--- src/rtl/pc_npc_sequencer.sv ---
// Fetch-stage PC/nPC sequencer with SPARC-style delayed branching.
// Latency: a taken branch reaches pc_out two edges after br_valid (delay slot first).
// Backpressure: le=0 stalls PC/nPC; one branch is buffered, later ones set br_overrun.
// Optional feature macro PCSEQ_ANNUL_EN adds br_annul and a live squash_out.
module pc_npc_sequencer #(
  parameter int AW     = 9,
  parameter int RST_PC = 0
) (
  input  logic          clk,
  input  logic          reset,
  input  logic          le,
  input  logic          br_valid,
  input  logic          br_taken,
  input  logic [AW-1:0] br_target,
`ifdef PCSEQ_ANNUL_EN
  input  logic          br_annul,
`endif
  output logic [AW-1:0] pc_out,
  output logic [AW-1:0] npc_out,
  output logic          fetch_valid,
  output logic          in_delay_slot,
  output logic          squash_out,
  output logic          pending_br,
  output logic          br_overrun
);

  typedef enum logic [1:0] {S_BOOT, S_RUN, S_STALL} state_t;

  localparam logic [AW-1:0] RST_PC_V = AW'(RST_PC);
  localparam logic [AW-1:0] STEP     = AW'(4);
  localparam logic [AW-1:0] ALIGN    = ~AW'(3);

  state_t        state_q, state_d;
  logic [AW-1:0] pc_q, pc_d, npc_q, npc_d;
  logic          fetch_valid_q, fetch_valid_d;
  logic          in_delay_q, in_delay_d;
  logic          pend_q, pend_d;
  logic          overrun_q, overrun_d;
  logic          pend_taken_q, pend_taken_d;
  logic [AW-1:0] pend_tgt_q, pend_tgt_d;
  logic [AW-1:0] tgt_aligned;
  logic          eff_vld, eff_taken, redirect;
  logic [AW-1:0] eff_tgt;
`ifdef PCSEQ_ANNUL_EN
  logic          squash_q, squash_d;
  logic          pend_annul_q, pend_annul_d;
  logic          eff_annul;
`endif

  // Branch targets are word aligned; low two bits are dropped here.
  assign tgt_aligned = br_target & ALIGN;

  // Next-state logic: boot handshake, stall capture, and advance/redirect.
  always_comb begin
    state_d       = state_q;
    pc_d          = pc_q;
    npc_d         = npc_q;
    fetch_valid_d = fetch_valid_q;
    in_delay_d    = in_delay_q;
    pend_d        = pend_q;
    overrun_d     = overrun_q;
    pend_taken_d  = pend_taken_q;
    pend_tgt_d    = pend_tgt_q;
    eff_vld       = 1'b0;
    eff_taken     = 1'b0;
    eff_tgt       = '0;
    redirect      = 1'b0;
`ifdef PCSEQ_ANNUL_EN
    squash_d      = squash_q;
    pend_annul_d  = pend_annul_q;
    eff_annul     = 1'b0;
`endif
    case (state_q)
      S_BOOT: begin
        // First cycle out of reset: start fetching, branches are ignored.
        state_d       = S_RUN;
        fetch_valid_d = 1'b1;
      end
      default: begin
        state_d = le ? S_RUN : S_STALL;
        if (!le) begin
          if (br_valid) begin
            if (pend_q) begin
              overrun_d = 1'b1;
            end else begin
              pend_d       = 1'b1;
              pend_taken_d = br_taken;
              pend_tgt_d   = tgt_aligned;
`ifdef PCSEQ_ANNUL_EN
              pend_annul_d = br_annul;
`endif
            end
          end
        end else begin
          // A buffered branch has priority; a live one on the same edge is dropped.
          if (pend_q) begin
            eff_vld   = 1'b1;
            eff_taken = pend_taken_q;
            eff_tgt   = pend_tgt_q;
`ifdef PCSEQ_ANNUL_EN
            eff_annul = pend_annul_q;
`endif
            pend_d    = 1'b0;
            if (br_valid) overrun_d = 1'b1;
          end else if (br_valid) begin
            eff_vld   = 1'b1;
            eff_taken = br_taken;
            eff_tgt   = tgt_aligned;
`ifdef PCSEQ_ANNUL_EN
            eff_annul = br_annul;
`endif
          end
          redirect   = eff_vld & eff_taken;
          pc_d       = npc_q;
          npc_d      = redirect ? eff_tgt : npc_q + STEP;
          in_delay_d = redirect;
`ifdef PCSEQ_ANNUL_EN
          // Only an untaken annulling branch kills its delay slot.
          squash_d   = eff_vld & ~eff_taken & eff_annul;
`endif
        end
      end
    endcase
  end

  // State register with synchronous reset.
  always_ff @(posedge clk) begin
    if (reset) begin
      state_q       <= S_BOOT;
      pc_q          <= RST_PC_V;
      npc_q         <= RST_PC_V + STEP;
      fetch_valid_q <= 1'b0;
      in_delay_q    <= 1'b0;
      pend_q        <= 1'b0;
      overrun_q     <= 1'b0;
      pend_taken_q  <= 1'b0;
      pend_tgt_q    <= '0;
`ifdef PCSEQ_ANNUL_EN
      squash_q      <= 1'b0;
      pend_annul_q  <= 1'b0;
`endif
    end else begin
      state_q       <= state_d;
      pc_q          <= pc_d;
      npc_q         <= npc_d;
      fetch_valid_q <= fetch_valid_d;
      in_delay_q    <= in_delay_d;
      pend_q        <= pend_d;
      overrun_q     <= overrun_d;
      pend_taken_q  <= pend_taken_d;
      pend_tgt_q    <= pend_tgt_d;
`ifdef PCSEQ_ANNUL_EN
      squash_q      <= squash_d;
      pend_annul_q  <= pend_annul_d;
`endif
    end
  end

  assign pc_out        = pc_q;
  assign npc_out       = npc_q;
  assign fetch_valid   = fetch_valid_q;
  assign in_delay_slot = in_delay_q;
  assign pending_br    = pend_q;
  assign br_overrun    = overrun_q;
`ifdef PCSEQ_ANNUL_EN
  assign squash_out    = squash_q;
`else
  assign squash_out    = 1'b0;
`endif

endmodule

--- config.mk ---
export PLATFORM = sky130hd
export DESIGN_NAME = pc_npc_sequencer
export DESIGN_NICKNAME = d
export VERILOG_FILES = /design/src/rtl/pc_npc_sequencer.sv
export SDC_FILE = /design/constraint.sdc
export NUM_CORES = 1
export LEC_CHECK = 0
export CORE_MARGIN = 1
export CORE_UTILIZATION = 30
export DETAILED_ROUTE_END_ITERATION = 8
export DONT_BUFFER_PORTS = 1
export HOLD_SLACK_MARGIN = 0.06
export SETUP_SLACK_MARGIN = 0.4
export SKIP_LAST_GASP = 1
export SLEW_MARGIN = 20
export SYNTH_ARGS = -nofsm -noshare
export SYNTH_HDL_FRONTEND = slang
export SYNTH_SLANG_ARGS = --single-unit
--- constraint.sdc ---
create_clock -name clk -period 2.3 [get_ports clk]
set_clock_uncertainty 0.1 [all_clocks]
set_input_delay 0.575 -clock clk [delete_from_list [all_inputs] [get_ports clk]]
set_output_delay 0.575 -clock clk [all_outputs]
set_load 0.005 [all_outputs]
After elaboration in Yosys (flattened, before gate mapping)
Index checks and enable logic that the tools add are counted.
Cells by class
  add/subtract/negate cells: 1
  bitwise gates (word level): 4
  multiplexer cells: 19
  reduce and logical (&&, ||, !) cells: 7
Operators by type and width (number)
  $mux 9: 3
  $mux 1: 15
  $add 9x3->9 const B: 1
  $reduce_and 2->1: 2
  $reduce_and 4->1: 1
  $not 1->1: 3
  $reduce_and 3->1: 1
  $logic_not 2->1: 1
  $mux 2: 1
  $reduce_bool 2->1: 1
  $reduce_or 2->1: 1
  $and 1x1->1: 1
Storage, ports and cells
  register bits: 32
  input bits: 14
  logic and storage cells: 41
  output and inout port bits: 23

Longest topological paths before layout
  depth after elaboration: 6
  mapped depth: 6
  gate-level depth less buffers: 5

Least setup slack after synthesis
OpenSTA, ideal clock, no wires.
  kind: reg-to-reg
  start point: reg npc_q[2] (netlist: npc_out[2])
  end point: reg npc_q[8] (netlist: npc_out[8])
  library setup time: 0.088 ns
  cell stages (with the launch flop): 6
  data arrival time: 1.357 ns
  period minus slack after synthesis: 1.546 ns
  slack: 0.754 ns
  required time: 2.112 ns
  cell sequence: dfxtp_1 ha_1 nand3_2 or2_1 o31a_1 o32ai_2
On the way
  word-level cells in the longest chain between the ends: 2
Ends and longest elaborated chain
  start: declaration: line 34  | logic [AW-1:0] pc_q, pc_d, npc_q, npc_d;
  start signal: assignment: line 131  | npc_q <= RST_PC_V + STEP;
  start signal: assignment: line 145  | npc_q <= npc_d;
  $add 9x3->9: line 115  | npc_d = redirect ? eff_tgt : npc_q + STEP;
  $mux 9: line 115
No other way between the ends.
A chain may end at the register's enable or synchronous reset.

Worst setup path in the final report
Same ends and word-level chain as after synthesis.

==> run metrics <==
core area=0.00400 sq mm; Final Hold Vio Count=0; Final #Nets=around 150; routed vias=roughly 950; routability cong.=approximately 0.76; clock-pin slew on the worst setup and hold paths=100 ps; vias in the first global route=~950; DRT iter0 DRCs=22; vias per cell=~5; R2R Path Start=npc_out[2]; GRT Total Usage=0.139; Initial Util=0.312; Seq/Total Area, Yosys=0.449; routed wl met2=between 1000 and 1500 microns; initial antenna violation count=0; f_max=about 600 MHz; WL/cell=roughly 15 microns; Synth area leaders=dfxtp_1 45%, mux2i_1 6.4%, nand2_1 5.4%; Detail Route Antenna Nets=0; crit-path cells=ha_1 > nand3_2 > or2_1 > o31a_1 > o32ai_2; Post-Synthesis Cells=140; Seq cells post-synth=28; Setup Crit Path Kind=register to register; IO buf count=0; clk_lat worst skew=280 ps; final setup violation count=0; htree depth=1; Met3 Wirelength=~170 microns; Post-Syn Area=between 0.001 and 0.0015 sq mm; hold_sp=reset; die area=between 0.004 and 0.005 sq mm; DRT Pass-1 Iters=4; hold crit path type=primary input to register; Setup crit start=npc_out[2]; antenna cells=0; Remaining Overflow, GRT=0; fin crit share=0.729; layout cells sized above 1=0.116; post-synth top area share=0.449; clock root buffer master=clkbuf_8; CP peak stage delay=470 ps; status=complete, no violations; Critical Path RT=~2400 ps; Yosys cell types=40; Synth Warn #=0; RSZ-0062 raised after global routing=no; Post-Syn Area per Cell=approximately 8.9 sq um; max-slew violation count=0; final core utilization=0.338; Power Density=751 mW/mm^2; max-cap violation count=0; leak pwr=between 0.4 and 0.5 nW; Crit Path Max Fanout=7; Die Y=between 60 and 70 microns; Setup Buffers After CTS=0; Synth-to-Final Area Change=8.12%; DRC viols=0; Least-Margin Pin Slew=between 600 and 700 ps; CP arrival=1780 ps; CP delay by family, top=flip-flops; Final TNS setup=0 ps; I/O pin cnt=37; M1 wire length=around 1100 microns; first-pass GRT wire length=about 4400 microns; die width=approximately 67 microns; CP startpoint kind=register; Critical Path Slowest Stage Cell=dfxtp_1; CTS sink count=28; top layer in use=met4; Cell Rows=23; total power=around 0.0010 W; maximum vdd drop=roughly 0.25 mV; largest net degree at the start of global routing=30; crit end category=register; CTS tree=yes; Clock Path Buffers=2; CTS Buf Count=3; dpl cell area=0.00127 sq mm; WP buf/inv=0; final wirelength=2760 microns; Slew headroom=0.536; Synth area leader=dfxtp_1; cell area after layout=approximately 0.0014 sq mm; fin crit period=approximately 1700 ps; dpl hpwl=between 2000 and 2500 microns
## state kept, by name, summed over array words and instances, names as in the netlist
signal         flops
npc_out            7
pc_out             7
pend_tgt_q         7
state_q            2
br_overrun         1
fetch_valid        1
in_delay_slot      1
pend_taken_q       1
pending_br         1
## layer usage
layer / vias to the layer above / track usage
met5: - / 0
met4: 0 / 0.0904
met3: 4 / 0.0445
met2: 21 / 0.231
met1: 453 / 0.152
li1: 475 / -
## layout make-up
cell class	instances	area [sq um]
timing repair buffer	2	15.0
sequential	28	561
clock buffer	3	41.3
tap	50	62.6
multi-input combinational	102	633
fill	396	2650
inverter	2	7.51
clock inverter	1	30.0
## final timing paths
kind                            slack [ps]  cells past startpoint          to
worst min register to register         370                      2   pc_out[3]
worst max-delay path                   620                      5  npc_out[8]
worst min-delay path                   250                      1  npc_out[4]
worst max register to register         620                      5  npc_out[8]
## report_power, final
group / leakage [nW] / internal (W) / total (W) / switching [W]
Sequential: 0.228 / 0.000508 / 0.000535 / 0.0000268
Clock: 0.0357 / 0.000233 / 0.000387 / 0.000153
Combinational: 0.194 / 0.0000398 / 0.0000923 / 0.0000526
Total: 0.458 / 0.000781 / 0.00101 / 0.000233
## cell usage after synthesis, drive strengths merged
cell    instances
a22oi           1
a21oi          11
nor2           18
o22ai           1
nand4           1
a211oi          3
o211ai          1
nand3           3
a221oi          5
nor4b           1
a21o            1
o21a            1
inv             2
a31o            1
o21ai           5
clkbuf          4
o22a            2
conb            1
ha              1
and2            1
o31a            1
and3b           1
mux2i           8
nor2b           1
xnor2           1
nand2          19
nand2b          2
or2             1
nor3            3
dfxtp          28
buf             8
o32ai           1
nand3b          1
and2b           1
## cell usage in the layout, fill, tap and decap left out, types with 3 or more instances in the layout
| cell type | instances |
|---|---|
| dfxtp_1 | 28 |
| nand2_1 | 18 |
| nor2_1 | 17 |
| a21oi_1 | 11 |
| mux2i_1 | 8 |
| conb_1 | 5 |
| a221oi_1 | 3 |
| nor3_1 | 3 |
| o21ai_0 | 3 |
| a211oi_1 | 3 |
| clkbuf_8 | 3 |
## repair_timing
item	in CTS	in global routing
setup endpoints to repair	1	0
hold buffers	0	0
gates resized for setup	1	0
## stage by stage
stage | hold WS (ps) | std cells | setup slack, ps
final | 252 | 188 | 623
after detailed placement | 363 | 184 | 392
after floorplan | 353 | 144 | 754
after global placement | 358 | 184 | 541
after global routing | 233 | 188 | 490
after CTS | 244 | 188 | 617
## cells by family after synthesis
logic type               Yosys count  share of synthesized area
AO/OA/AOI/OAI                     34                      0.197
XOR/XNOR                           1                    0.00702
adder cells (fa/ha/maj)            1                     0.0100
buffers and inverters             14                     0.0641
flip-flops                        28                      0.449
multiplexers                       8                     0.0641
other                              1                    0.00300
AND/OR/NAND/NOR                   53                      0.205
No activity file was read; power rests on OpenSTA's default activity.
